===== src/rtl/mul_div_unit.sv =====
// Multi-cycle signed multiply (shift-add) / divide (restoring) unit producing HI/LO.
// Define MULDIV_UNSIGNED_EN to add the is_unsigned input for multu/divu.
module mul_div_unit #(
  parameter int unsigned WIDTH     = 32,
  parameter logic [3:0]  MULT_CODE = 4'b0101,
  parameter logic [3:0]  DIV_CODE  = 4'b1011
) (
  input  logic             clk,
  input  logic             reset_n,
  input  logic             start,
  input  logic [3:0]       ALU_Control,
  input  logic [WIDTH-1:0] A,
  input  logic [WIDTH-1:0] B,
`ifdef MULDIV_UNSIGNED_EN
  input  logic             is_unsigned,
`endif
  output logic             busy,
  output logic             done,
  output logic             div_by_zero,
  output logic [WIDTH-1:0] HI,
  output logic [WIDTH-1:0] LO
);

  localparam int unsigned CW = (WIDTH > 1) ? $clog2(WIDTH) : 1;

  typedef enum logic [1:0] {IDLE, CALC, FIX} state_e;

  state_e               state_q, state_d;
  logic [CW-1:0]        cnt_q, cnt_d;
  logic                 op_div_q, op_div_d;
  logic                 bzero_q, bzero_d;
  logic                 neg_lo_q, neg_lo_d;
  logic                 neg_hi_q, neg_hi_d;
  logic [WIDTH-1:0]     opnd_q, opnd_d;
  logic [2*WIDTH-1:0]   acc_q, acc_d;
  logic [WIDTH-1:0]     hi_q, hi_d;
  logic [WIDTH-1:0]     lo_q, lo_d;
  logic                 done_q, done_d;
  logic                 dbz_q, dbz_d;

  logic                 signed_op;
  logic                 valid_code;
  logic                 is_div;
  logic [WIDTH-1:0]     a_mag, b_mag;
  logic [WIDTH:0]       mul_sum;
  logic [2*WIDTH-1:0]   mul_next;
  logic [WIDTH:0]       div_shift;
  logic                 div_borrow;
  logic [WIDTH-1:0]     div_rem;
  logic [2*WIDTH-1:0]   div_next;
  logic [2*WIDTH-1:0]   mul_fix;
  logic [WIDTH-1:0]     div_q_fix, div_r_fix;

`ifdef MULDIV_UNSIGNED_EN
  assign signed_op = ~is_unsigned;
`else
  assign signed_op = 1'b1;
`endif

  assign valid_code = (ALU_Control == MULT_CODE) || (ALU_Control == DIV_CODE);
  assign is_div     = (ALU_Control == DIV_CODE);
  assign a_mag      = (signed_op && A[WIDTH-1]) ? -A : A;
  assign b_mag      = (signed_op && B[WIDTH-1]) ? -B : B;

  // Multiply: acc = {partial product, remaining multiplier bits}, shifted right each step.
  assign mul_sum  = {1'b0, acc_q[2*WIDTH-1:WIDTH]} + (acc_q[0] ? {1'b0, opnd_q} : '0);
  assign mul_next = {mul_sum, acc_q[WIDTH-1:1]};

  // Divide: acc = {remainder, dividend/quotient}; quotient bits shift in from the right.
  // A divisor of zero never borrows, leaving |A| as remainder and all-ones quotient.
  assign div_shift  = {acc_q[2*WIDTH-1:WIDTH], acc_q[WIDTH-1]};
  assign div_borrow = div_shift < {1'b0, opnd_q};
  assign div_rem    = div_shift[WIDTH-1:0] - opnd_q;
  assign div_next   = div_borrow ? {div_shift[WIDTH-1:0], acc_q[WIDTH-2:0], 1'b0}
                                 : {div_rem, acc_q[WIDTH-2:0], 1'b1};

  assign mul_fix   = neg_lo_q ? -acc_q : acc_q;
  assign div_q_fix = bzero_q ? '1 : (neg_lo_q ? -acc_q[WIDTH-1:0] : acc_q[WIDTH-1:0]);
  assign div_r_fix = neg_hi_q ? -acc_q[2*WIDTH-1:WIDTH] : acc_q[2*WIDTH-1:WIDTH];

  always_comb begin
    state_d  = state_q;
    cnt_d    = cnt_q;
    op_div_d = op_div_q;
    bzero_d  = bzero_q;
    neg_lo_d = neg_lo_q;
    neg_hi_d = neg_hi_q;
    opnd_d   = opnd_q;
    acc_d    = acc_q;
    hi_d     = hi_q;
    lo_d     = lo_q;
    done_d   = 1'b0;
    dbz_d    = 1'b0;
    case (state_q)
      IDLE: begin
        if (start && valid_code) begin
          op_div_d = is_div;
          bzero_d  = (B == '0);
          neg_lo_d = signed_op && (A[WIDTH-1] ^ B[WIDTH-1]);
          neg_hi_d = signed_op && A[WIDTH-1];
          opnd_d   = is_div ? b_mag : a_mag;
          acc_d    = {{WIDTH{1'b0}}, (is_div ? a_mag : b_mag)};
          cnt_d    = '0;
          state_d  = CALC;
        end
      end
      CALC: begin
        acc_d = op_div_q ? div_next : mul_next;
        cnt_d = cnt_q + CW'(1);
        if (cnt_q == CW'(WIDTH - 1)) state_d = FIX;
      end
      FIX: begin
        if (op_div_q) begin
          hi_d = div_r_fix;
          lo_d = div_q_fix;
        end else begin
          hi_d = mul_fix[2*WIDTH-1:WIDTH];
          lo_d = mul_fix[WIDTH-1:0];
        end
        done_d  = 1'b1;
        dbz_d   = op_div_q && bzero_q;
        state_d = IDLE;
      end
      default: state_d = IDLE;
    endcase
  end

  always_ff @(posedge clk or negedge reset_n) begin
    if (!reset_n) begin
      state_q  <= IDLE;
      cnt_q    <= '0;
      op_div_q <= 1'b0;
      bzero_q  <= 1'b0;
      neg_lo_q <= 1'b0;
      neg_hi_q <= 1'b0;
      opnd_q   <= '0;
      acc_q    <= '0;
      hi_q     <= '0;
      lo_q     <= '0;
      done_q   <= 1'b0;
      dbz_q    <= 1'b0;
    end else begin
      state_q  <= state_d;
      cnt_q    <= cnt_d;
      op_div_q <= op_div_d;
      bzero_q  <= bzero_d;
      neg_lo_q <= neg_lo_d;
      neg_hi_q <= neg_hi_d;
      opnd_q   <= opnd_d;
      acc_q    <= acc_d;
      hi_q     <= hi_d;
      lo_q     <= lo_d;
      done_q   <= done_d;
      dbz_q    <= dbz_d;
    end
  end

  assign busy        = (state_q != IDLE);
  assign done        = done_q;
  assign div_by_zero = dbz_q;
  assign HI          = hi_q;
  assign LO          = lo_q;

endmodule


===== config.mk =====
export PLATFORM = sky130hd
export DESIGN_NAME = mul_div_unit
export DESIGN_NICKNAME = d
export VERILOG_FILES = /design/src/rtl/mul_div_unit.sv
export SDC_FILE = /design/constraint.sdc
export NUM_CORES = 1
export LEC_CHECK = 0
export CAP_MARGIN = 20
export CORE_MARGIN = 8
export CORE_UTILIZATION = 45
export CTS_CLUSTER_DIAMETER = 150
export DETAILED_ROUTE_END_ITERATION = 7
export PLACE_DENSITY = 0.66
export SLEW_MARGIN = 20
export SYNTH_ARGS = -nofsm -noshare
export SYNTH_HDL_FRONTEND = slang
export SYNTH_SLANG_ARGS = --single-unit

===== constraint.sdc =====
create_clock -name clk -period 5.4 [get_ports clk]
set_input_delay 1.62 -clock clk [delete_from_list [all_inputs] [get_ports clk]]
set_output_delay 1.62 -clock clk [all_outputs]
set_load 0.1 [all_outputs]

==> results of run 1 <==
## worst max-delay path, stage by stage
cell	delay, ns
clkdlybuf4s50_1	0.47
or4_4	0.56
or4_4	0.47
or4_4	0.54
or4_4	0.50
o41ai_4	0.23
xor2_1	0.22
a21oi_1	0.10
a311o_1	0.27
## synthesized netlist by cell type, types with 13 or more instances
master | number | share of area [%]
inv_1 | 59 | 1.5
nand2_1 | 179 | 4.6
nor4_1 | 28 | 1.2
a21o_1 | 25 | 1.3
o21ai_0 | 171 | 5.9
nor3_1 | 39 | 1.3
a21oi_1 | 173 | 6.0
nand3_1 | 40 | 1.4
o31ai_1 | 37 | 1.9
xnor2_1 | 90 | 5.4
a22oi_1 | 32 | 1.7
ha_1 | 70 | 6.0
or4_1 | 17 | 0.88
a211oi_1 | 46 | 2.4
o41ai_1 | 13 | 0.78
a31oi_1 | 15 | 0.65
o211ai_1 | 16 | 0.83
clkbuf_1 | 106 | 2.7
dfrtp_1 | 173 | 30
nor2_1 | 169 | 4.4
nor2b_1 | 18 | 0.78
or3_1 | 20 | 0.86
xor2_1 | 82 | 4.9
mux2i_1 | 58 | 4.0
## how the worst min path moves through the flow
stage	from	endpoint	slack [ns]
floorplan	opnd_q[19]	opnd_q[19]	0.46
detailed placement	HI[2]	HI[2]	0.47
global route	HI[16]	HI[16]	0.50
CTS	HI[24]	HI[24]	0.49
finish	HI[22]	HI[22]	0.48
global placement	HI[2]	HI[2]	0.46
## flip-flops by register name (all words and copies together), names as in the netlist
signal / cells
bzero_q: 1
div_by_zero: 1
LO: 32
neg_hi_q: 1
cnt_q: 5
neg_lo_q: 1
acc_q: 64
HI: 32
opnd_q: 32
done: 1
state_q: 2
op_div_q: 1
## per-stage QoR
| step | hold slack [ns] | total power, W | instances |
|---|---|---|---|
| final | 0.478 | 0.0111 | 2321 |
| after global routing | 0.503 | 0.0118 | 2321 |
| after CTS | 0.486 | 0.0109 | 2320 |
| after detailed placement | 0.471 | 0.00941 | 2289 |
| after global placement | 0.463 | 0.00931 | 2289 |
| after floorplan | 0.456 | 0.00742 | 1839 |
## placed cells by master (no fill, tap or decap), types with 13 or more instances in the layout
cell | netlist | layout
o211ai_1 | 16 | 16
nor2_1 | 169 | 167
a21oi_1 | 173 | 172
xnor2_1 | 90 | 90
nor2b_1 | 18 | 17
nand3_1 | 40 | 39
o21ai_0 | 171 | 171
nand2_1 | 179 | 179
a31oi_1 | 15 | 15
a211oi_1 | 46 | 46
xor2_1 | 82 | 82
a22oi_1 | 32 | 32
inv_1 | 59 | 59
mux2i_1 | 58 | 58
or3_1 | 20 | 20
clkbuf_16 | 0 | 17
dfrtp_1 | 173 | 172
nor4_1 | 28 | 28
or4_1 | 17 | 17
a21o_1 | 25 | 25
nor3_1 | 39 | 39
o41ai_1 | 13 | 13
o31ai_1 | 37 | 37
ha_1 | 70 | 70
clkdlybuf4s50_1 | 0 | 136
buf_4 | 0 | 29
## power breakdown
| part | switching (W) | internal, W |
|---|---|---|
| Clock | 0.000602 | 0.000881 |
| Combinational | 0.00420 | 0.00279 |
| Sequential | 0.000886 | 0.00170 |
## cell type report
cell class | count | area (um2)
Clock buffer | 18 | 429
Antenna cell | 1 | 2.50
Clock inverter | 13 | 249
Timing Repair Buffer | 167 | 1610
Inverter | 60 | 225
Multi-Input combinational cell | 1487 | 9540
Fill cell | 3014 | 14700
Tap cell | 402 | 503
Sequential cell | 173 | 4330
## kinds of logic after synthesis
logic type      count (synthesis)
flops                         173
xor+xnor                      172
fa+ha+maj                      72
mux                            58
simple gates                  580
compound gates                605
buf+inv                       179
## routing by layer
| layer | vias up | global-route usage (%) |
|---|---|---|
| met5 | - | 0 |
| met4 | 0 | 10.2 |
| met3 | 118 | 4.44 |
| met2 | 691 | 41.8 |
| met1 | 7071 | 35.1 |
| li1 | 6818 | - |
==> flow_summary.json, run 1 <==
{
  "grt_start_max_net_pins": 75,
  "drv_cap": 0,
  "dp_slack_ns": 0.339,
  "yosysWarnings": 0,
  "synth_nets": 1982,
  "grt_pass1_vias": 13967,
  "status": "complete, no violations",
  "drive_gt1_share_pct": 4.80,
  "period_share_pct": 85.9,
  "cts.sink_count": 173,
  "core-area_um2": 31600,
  "wl_per_cell_um": 22.1,
  "slew_headroom_pct": 30.7,
  "fin_ws_ns": 0.761,
  "fmax_mhz": 216,
  "gp_routability_congestion": 0.980,
  "final_area_um2": 16900,
  "synth.area.mux_share_pct": 4.00,
  "p_leak_nw": 6.89,
  "synth_area_um2": 14500,
  "setup_viol": 0,
  "cp_max_fo": 5,
  "met3_length_um": 4090,
  "cts_made_buffers": 17,
  "yosys_register_bits": 173,
  "start_util_pct": 45.9,
  "ir_drop_v": 0.000443,
  "synth_top_family_by_area": "compound AO/OA/AOI/OAI gates",
  "worstSetupPathType": "input pin to flop",
  "die_w_um": 196,
  "worstSetupStartpoint": "B[7]",
  "critPathCapture": "acc_q[27]",
  "clk_latency_ns": 0.46,
  "dieArea_um2": 38300,
  "grt_pass1_wl_um": 79900,
  "place.detailed.hpwl_um": 39000,
  "drtAntennaViolNets": 0,
  "regToRegSetupSlack_ns": 1.23,
  "drt_iter0_drc": 1516,
  "drt_wl_total_um": 51300,
  "wl_met1_um": 22000,
  "power.density_nw_per_um2": 655,
  "die_h_um": 196,
  "yosysUniqueCellTypes": 66,
  "hp-class": "flop to flop",
  "nNetsFinal": 2049,
  "fin_util_pct": 53.4,
  "drc": 0,
  "cts_resized": 0,
  "async_reset_ff_share_pct": 100,
  "vias": 14698,
  "worstMarginPinSlew_ns": 1.03,
  "area_growth_syn_to_layout_pct": 16.3,
  "r2r_cells": 13,
  "critPathArrivalTime_ns": 4.99,
  "synth_flop_cell": "dfrtp_1",
  "r2r_end": "acc_q[61]",
  "hold_buffers": 0,
  "viasPerCell": 6.33,
  "cp.required_ns": 5.75,
  "placedInstanceArea_um2": 16200,
  "clock-root-buffer": "clkbuf_16",
  "dr.max_layer_used": "met4",
  "yosys.area_share.simple_pct": 18.8,
  "ios": 138,
  "synth_edf_count": 0,
  "synth_xor_area_share_pct": 10.4,
  "fin_skew_ns": 0.0189,
  "post_cts_buffers": 0,
  "htree_num_levels": 4,
  "slew_viol_final": 0,
  "cts_tree": "done",
  "syn_inst": 1839,
  "grt_util_all_layers_pct": 26.2,
  "firstDrtPassIters": 6,
  "tns_ns": 0,
  "synth_fa_ha_area_share_pct": 6.31,
  "rows": 65,
  "synth_compound_area_share_pct": 26.0,
  "grt_overflow_total": 0,
  "clkTransAtPathRegs_ns": 0.08,
  "cp-start-kind": "input pin",
  "hold_viol": 0,
  "rsz0062_at_grt": "no",
  "avgSynthCellArea_um2": 7.90,
  "io_buffers": 137,
  "holdPathStages": 2,
  "clockBufferDepth": 2,
  "endpoint_kind": "flop",
  "fin_crit_ns": 4.64,
  "wl_met2_um": 23400,
  "reg2reg_from": "acc_q[0]",
  "seq_area_frac_synth_pct": 29.8,
  "grt_antenna_before_repair": 1
}
No activity file was read; power rests on OpenSTA's default activity.
==> run 2, diff against run 1 <==
- CORE_ASPECT_RATIO: not set -> 0.75
- CTS_BUF_LIST: not set -> sky130_fd_sc_hd__clkbuf_4
==> run 2 against run 1 <==
Effect of this change: cell area fell by 2.0%; power fell by 5.2%; fmax rose by 4.4%; critical path depth did not move; register-to-register slack got worse by 0.07 ns; combinational power rose by 0.6%.
==> flow_summary.json, run 2 (synthesis gave the netlist of run 1 again) <==
{
  "cp_num_buf_inv": 1,
  "nFillCells": 3163,
  "holdPathStages": 2,
  "firstDrtPassIters": 5,
  "placedInstanceArea_um2": 16200,
  "regToRegSetupSlack_ns": 1.16,
  "nNetsFinal": 2047,
  "fmax_mhz": 225,
  "tns_ns": 0,
  "drtAntennaViolNets": 0,
  "grt_pass1_vias": 13781,
  "setup_viol": 0,
  "hold_viol": 0,
  "cp_top_family": "simple AND/OR/NAND/NOR gates",
  "place.detailed.hpwl_um": 39400,
  "rows": 57,
  "finalPower_w": 0.0105,
  "wl_met2_um": 21400,
  "area_growth_syn_to_layout_pct": 14.0,
  "grt_overflow_total": 0,
  "ir_drop_v": 0.000444,
  "endpoint_kind": "flop",
  "critical-path-slowest-cell": "or4_4",
  "rsz0062_at_grt": "no",
  "slew_viol_final": 0,
  "dp_slack_ns": 0.306,
  "dieArea_um2": 38300,
  "htree_num_levels": 4,
  "gp_routability_congestion": 0.974,
  "io_buffers": 137,
  "fin_ws_ns": 0.955,
  "final_cell_mix": "nand2_1 (178), dfrtp_1 (172), a21oi_1 (172), o21ai_0 (171), nor2_1 (168)",
  "drc": 0,
  "r2r_cells": 12,
  "cts_resized": 0,
  "cts_tree": "done",
  "power.density_nw_per_um2": 634,
  "drt_iter0_drc": 1514,
  "start_util_pct": 45.2,
  "ios": 138,
  "cts.sink_count": 173,
  "die_h_um": 172,
  "status": "complete, no violations",
  "clkTransAtPathRegs_ns": 0.18,
  "layout_commonest_cell": "nand2_1",
  "drt_wl_total_um": 51500,
  "drv_cap": 0,
  "grt_start_max_net_pins": 98,
  "grt_util_all_layers_pct": 26.6,
  "grt_antenna_before_repair": 1,
  "core-area_um2": 32100,
  "hold_buffers": 0,
  "hold_end": "HI[21]",
  "p_leak_nw": 6.74,
  "slew_headroom_pct": 29.7,
  "wl_per_cell_um": 22.1,
  "clk_latency_ns": 0.64,
  "fin_skew_ns": 0.0411,
  "cp.required_ns": 5.94,
  "viasPerCell": 6.21,
  "dr.max_layer_used": "met4",
  "vias": 14477,
  "whs_ns": 0.498,
  "slowest_delay_ns": 0.56,
  "crit_chain": "clkdlybuf4s50_1 > or4_4 > or4_4 > or4_4 > or4_4 > o41ai_4 > xor2_1 > a21oi_1 > a311o_1",
  "hp-class": "flop to flop",
  "grt_pass1_wl_um": 80200,
  "critPathMostFrequentCell": "or4_4",
  "cts_made_buffers": 17,
  "final_area_um2": 16600,
  "worstMarginPinSlew_ns": 1.05,
  "r2r_end": "acc_q[61]",
  "cp-start-kind": "input pin",
  "top_register": "acc_q",
  "reg2reg_from": "acc_q[32]",
  "period_share_pct": 82.3,
  "post_cts_buffers": 0,
  "drive_gt1_share_pct": 4.80,
  "die_w_um": 223,
  "clockBufferDepth": 2,
  "worstSetupPathType": "input pin to flop",
  "critPathArrivalTime_ns": 4.99,
  "worstHoldStart": "HI[21]",
  "clock-root-buffer": "clkbuf_4",
  "wl_met1_um": 23400,
  "largest_reg_flops": 64,
  "met3_length_um": 5710,
  "cp_max_fo": 5,
  "fin_crit_ns": 4.44
}
run 2: changes by cell type in the layout (fill, tap and decap cells not counted), sizes merged:
cell	delta
bufinv	-3
inv	+2
clkinv	+2
buf	-2
clkbuf	-1
clkinvlp	+1
run 2: tightest hold or removal path, stage by stage, from the launching register on:
cell,delay (ns)
dfrtp_1,0.38
nand2_1,0.04
o21ai_0,0.05
run 2: worst max-delay path by stage:
stage          from         to  slack, ns  cells past startpoint
3_3_place_gp   B[7]  acc_q[27]       0.38                      9
6_report       B[7]  acc_q[27]       0.96                      9
5_1_grt        B[7]  acc_q[27]       0.90                      9
2_1_floorplan  B[9]  acc_q[27]       0.98                      8
3_5_place_dp   B[7]  acc_q[27]       0.31                      9
4_1_cts        B[7]  acc_q[27]       1.01                      9
run 2: stage by stage:
step           utilization (%)  instances
6_report                  51.6       2331
2_1_floorplan                -       1839
3_3_place_gp              50.5       2298
5_1_grt                   51.6       2331
3_5_place_dp              50.5       2298
4_1_cts                   51.6       2330
run 2: cell type report:
| cell class | instances | area (um2) | area share (%) |
|---|---|---|---|
| antenna | 1 | 2.50 | 0.0151 |
| clock buffer | 17 | 128 | 0.771 |
| clock inverter | 15 | 221 | 1.34 |
| inverter | 60 | 225 | 1.36 |
| multi-input combinational | 1487 | 9540 | 57.6 |
| sequential | 173 | 4330 | 26.2 |
| tap | 413 | 517 | 3.12 |
| timing repair buffer | 165 | 1600 | 9.63 |
run 2: metal layers:
layer	global-route usage [%]	vias to the layer above
li1	-	6824
met1	38.1	6917
met2	38.9	665
met3	7.80	71
met4	6.11	0
met5	0	-
run 2: power by group:
group	internal (W)	switching, W	total [W]
Combinational	0.00279	0.00426	0.00704
Clock	0.000349	0.000581	0.000931
Sequential	0.00170	0.000827	0.00253
Total	0.00483	0.00566	0.0105
==> run 3, diff against run 2 <==
- PLACE_DENSITY: 0.66 -> 0.69
- clock period: 5.4 -> 3.8 ns (I/O delays scaled with it)
==> run 3 against run 2 <==
Effect of this change: hold slack lost 0.019 ns; clock power up 17%; clock skew up 0.0016 ns; via count up 4.5%; critical path depth is the same; cell area rose by 5.5%; global-route usage is essentially flat; register-to-register slack worse by 0.97 ns; die area stayed put; power rose by 45%.
==> flow_summary.json, run 3 (synthesis gave the netlist of run 1 again) <==
{
  "hold_buffers": 0,
  "cp-start-kind": "input pin",
  "cp_max_fo": 2,
  "cts_tree": "done",
  "fin_skew_ns": 0.0426,
  "grt_pass1_vias": 13997,
  "dieArea_um2": 38300,
  "multiInputGateArea_um2": 9560,
  "grt_pass1_wl_um": 80100,
  "die_w_um": 223,
  "core-area_um2": 32100,
  "ff_latch_area_um2": 4330,
  "final_cell_mix": "buf_4 (245), nand2_1 (179), dfrtp_1 (172), a21oi_1 (171), o21ai_0 (170)",
  "status": "complete, no violations",
  "clk_latency_ns": 0.66,
  "p_leak_nw": 7.55,
  "endpoint_kind": "flop",
  "drt_iter0_drc": 1646,
  "clockBufferDepth": 2,
  "place.detailed.hpwl_um": 40800,
  "rows": 57,
  "slew_headroom_pct": 39.5,
  "setup_viol": 0,
  "hp-class": "input pin to async pin",
  "drt_wl_total_um": 51900,
  "crit_chain": "dlygate4sd2_1 > or4_4 > or4_4 > or4_4 > or4_4 > o41ai_4 > xor2_1 > a21oi_1 > a311o_1",
  "period_share_pct": 98.6,
  "hold_viol": 0,
  "grt_util_all_layers_pct": 26.5,
  "viasPerCell": 6.09,
  "rsz0062_at_grt": "yes",
  "clkTransAtPathRegs_ns": 0.15,
  "grt_start_max_net_pins": 71,
  "cp.required_ns": 4.35,
  "fin_ws_ns": 0.0544,
  "vias": 15124,
  "drc": 0,
  "slew_viol_final": 0,
  "worstSetupPathType": "input pin to flop",
  "worstMarginPinSlew_ns": 0.906,
  "top_register": "acc_q",
  "firstDrtPassIters": 6,
  "critPathArrivalTime_ns": 4.29,
  "cts.sink_count": 173,
  "area_growth_syn_to_layout_pct": 20.3,
  "cts_made_buffers": 17,
  "io_buffers": 137,
  "largest_reg_flops": 64,
  "die_h_um": 172,
  "fin_crit_ns": 3.75,
  "drive_gt1_share_pct": 15.1,
  "drtAntennaViolNets": 0,
  "gp_routability_congestion": 0.978,
  "layout_commonest_cell": "buf_4",
  "wl_per_cell_um": 20.9,
  "critical-path-slowest-cell": "or4_4",
  "power.density_nw_per_um2": 873,
  "nFillCells": 3059,
  "drv_cap": 0,
  "critPathMostFrequentCell": "or4_4",
  "ios": 138,
  "grt_antenna_before_repair": 3,
  "nNetsFinal": 2199,
  "ir_drop_v": 0.000638,
  "dp_slack_ns": -0.735,
  "clock-root-buffer": "clkbuf_4",
  "htree_num_levels": 4,
  "start_util_pct": 45.2,
  "fmax_mhz": 267,
  "grt_overflow_total": 0,
  "whs_ns": 0.479,
  "slowest_delay_ns": 0.55
}
==> run 3: changes by cell type in the layout (fill, tap and decap cells not counted), sizes merged, moves of 2 or more <==
cell	change
inv	-3
clkdlybuf4s50	-71
buf	+221
bufinv	-2
clkbuf	+3
==> run 3: through the flow <==
stage	cell area [um2]	utilization [%]	setup TNS, ns	std cells	power, W
after CTS	17400	54.3	0	2481	0.0150
after floorplan	14500	-	-0.263	1839	0.0105
after detailed placement	17200	53.5	-14.53	2448	0.0139
after global routing	17500	54.4	-0.0398	2483	0.0163
final	17500	54.4	0	2483	0.0152
after global placement	17200	53.5	-13.12	2448	0.0137
==> run 3: area by class of cell <==
cell class | count | share of cell area (%)
antenna | 2 | 0.0286
multi-input combinational | 1487 | 54.7
clock buffer | 20 | 0.859
inverter | 60 | 1.29
tap | 413 | 2.96
sequential | 173 | 24.8
clock inverter | 11 | 0.637
timing repair buffer | 317 | 14.7
==> run 3: worst paths after layout <==
kind,start,to,slack [ns],depth (start not counted)
setup / recovery,B[9],acc_q[27],0.05,9
hold / removal,reset_n,LO[9],0.48,1
setup reg to reg,acc_q[0],acc_q[61],0.19,15
hold reg to reg,HI[8],HI[8],0.50,2
max in group asynchronous,reset_n,acc_q[45],2.53,2
min in group clk,HI[8],HI[8],0.50,2
==> run 3: repair_timing <==
item,4_1_cts,5_1_grt
pin swaps,8,3
endpoints found under the setup margin,1,9
hold endpoints to repair,0,0
buffers inserted,2,0
resized for setup,11,5
==> run 3: worst max-delay path: cells and delay by family <==
kind / cells / cell delay (ns)
and+or+nand+nor: 4 / 1.96
buffers and inverters: 1 / 0.24
AOI/OAI and AO/OA: 3 / 0.74
xor gates and xnor gates: 1 / 0.22
==> run 3: routing by layer <==
metal  track usage (%)  share of wire [%]  vias up
li1                  -                  -     7132
met1              38.8                 46     7220
met2              38.6                 41      698
met3              6.59                 10       72
met4              6.57                1.9        2
met5                 0              0.025        -
==> run 3: where the power goes <==
part,internal (W),total (W),switching [W]
Clock,0.000356,0.00109,0.000739
Combinational,0.00438,0.0108,0.00642
Sequential,0.00242,0.00335,0.000928
Total,0.00716,0.0152,0.00809
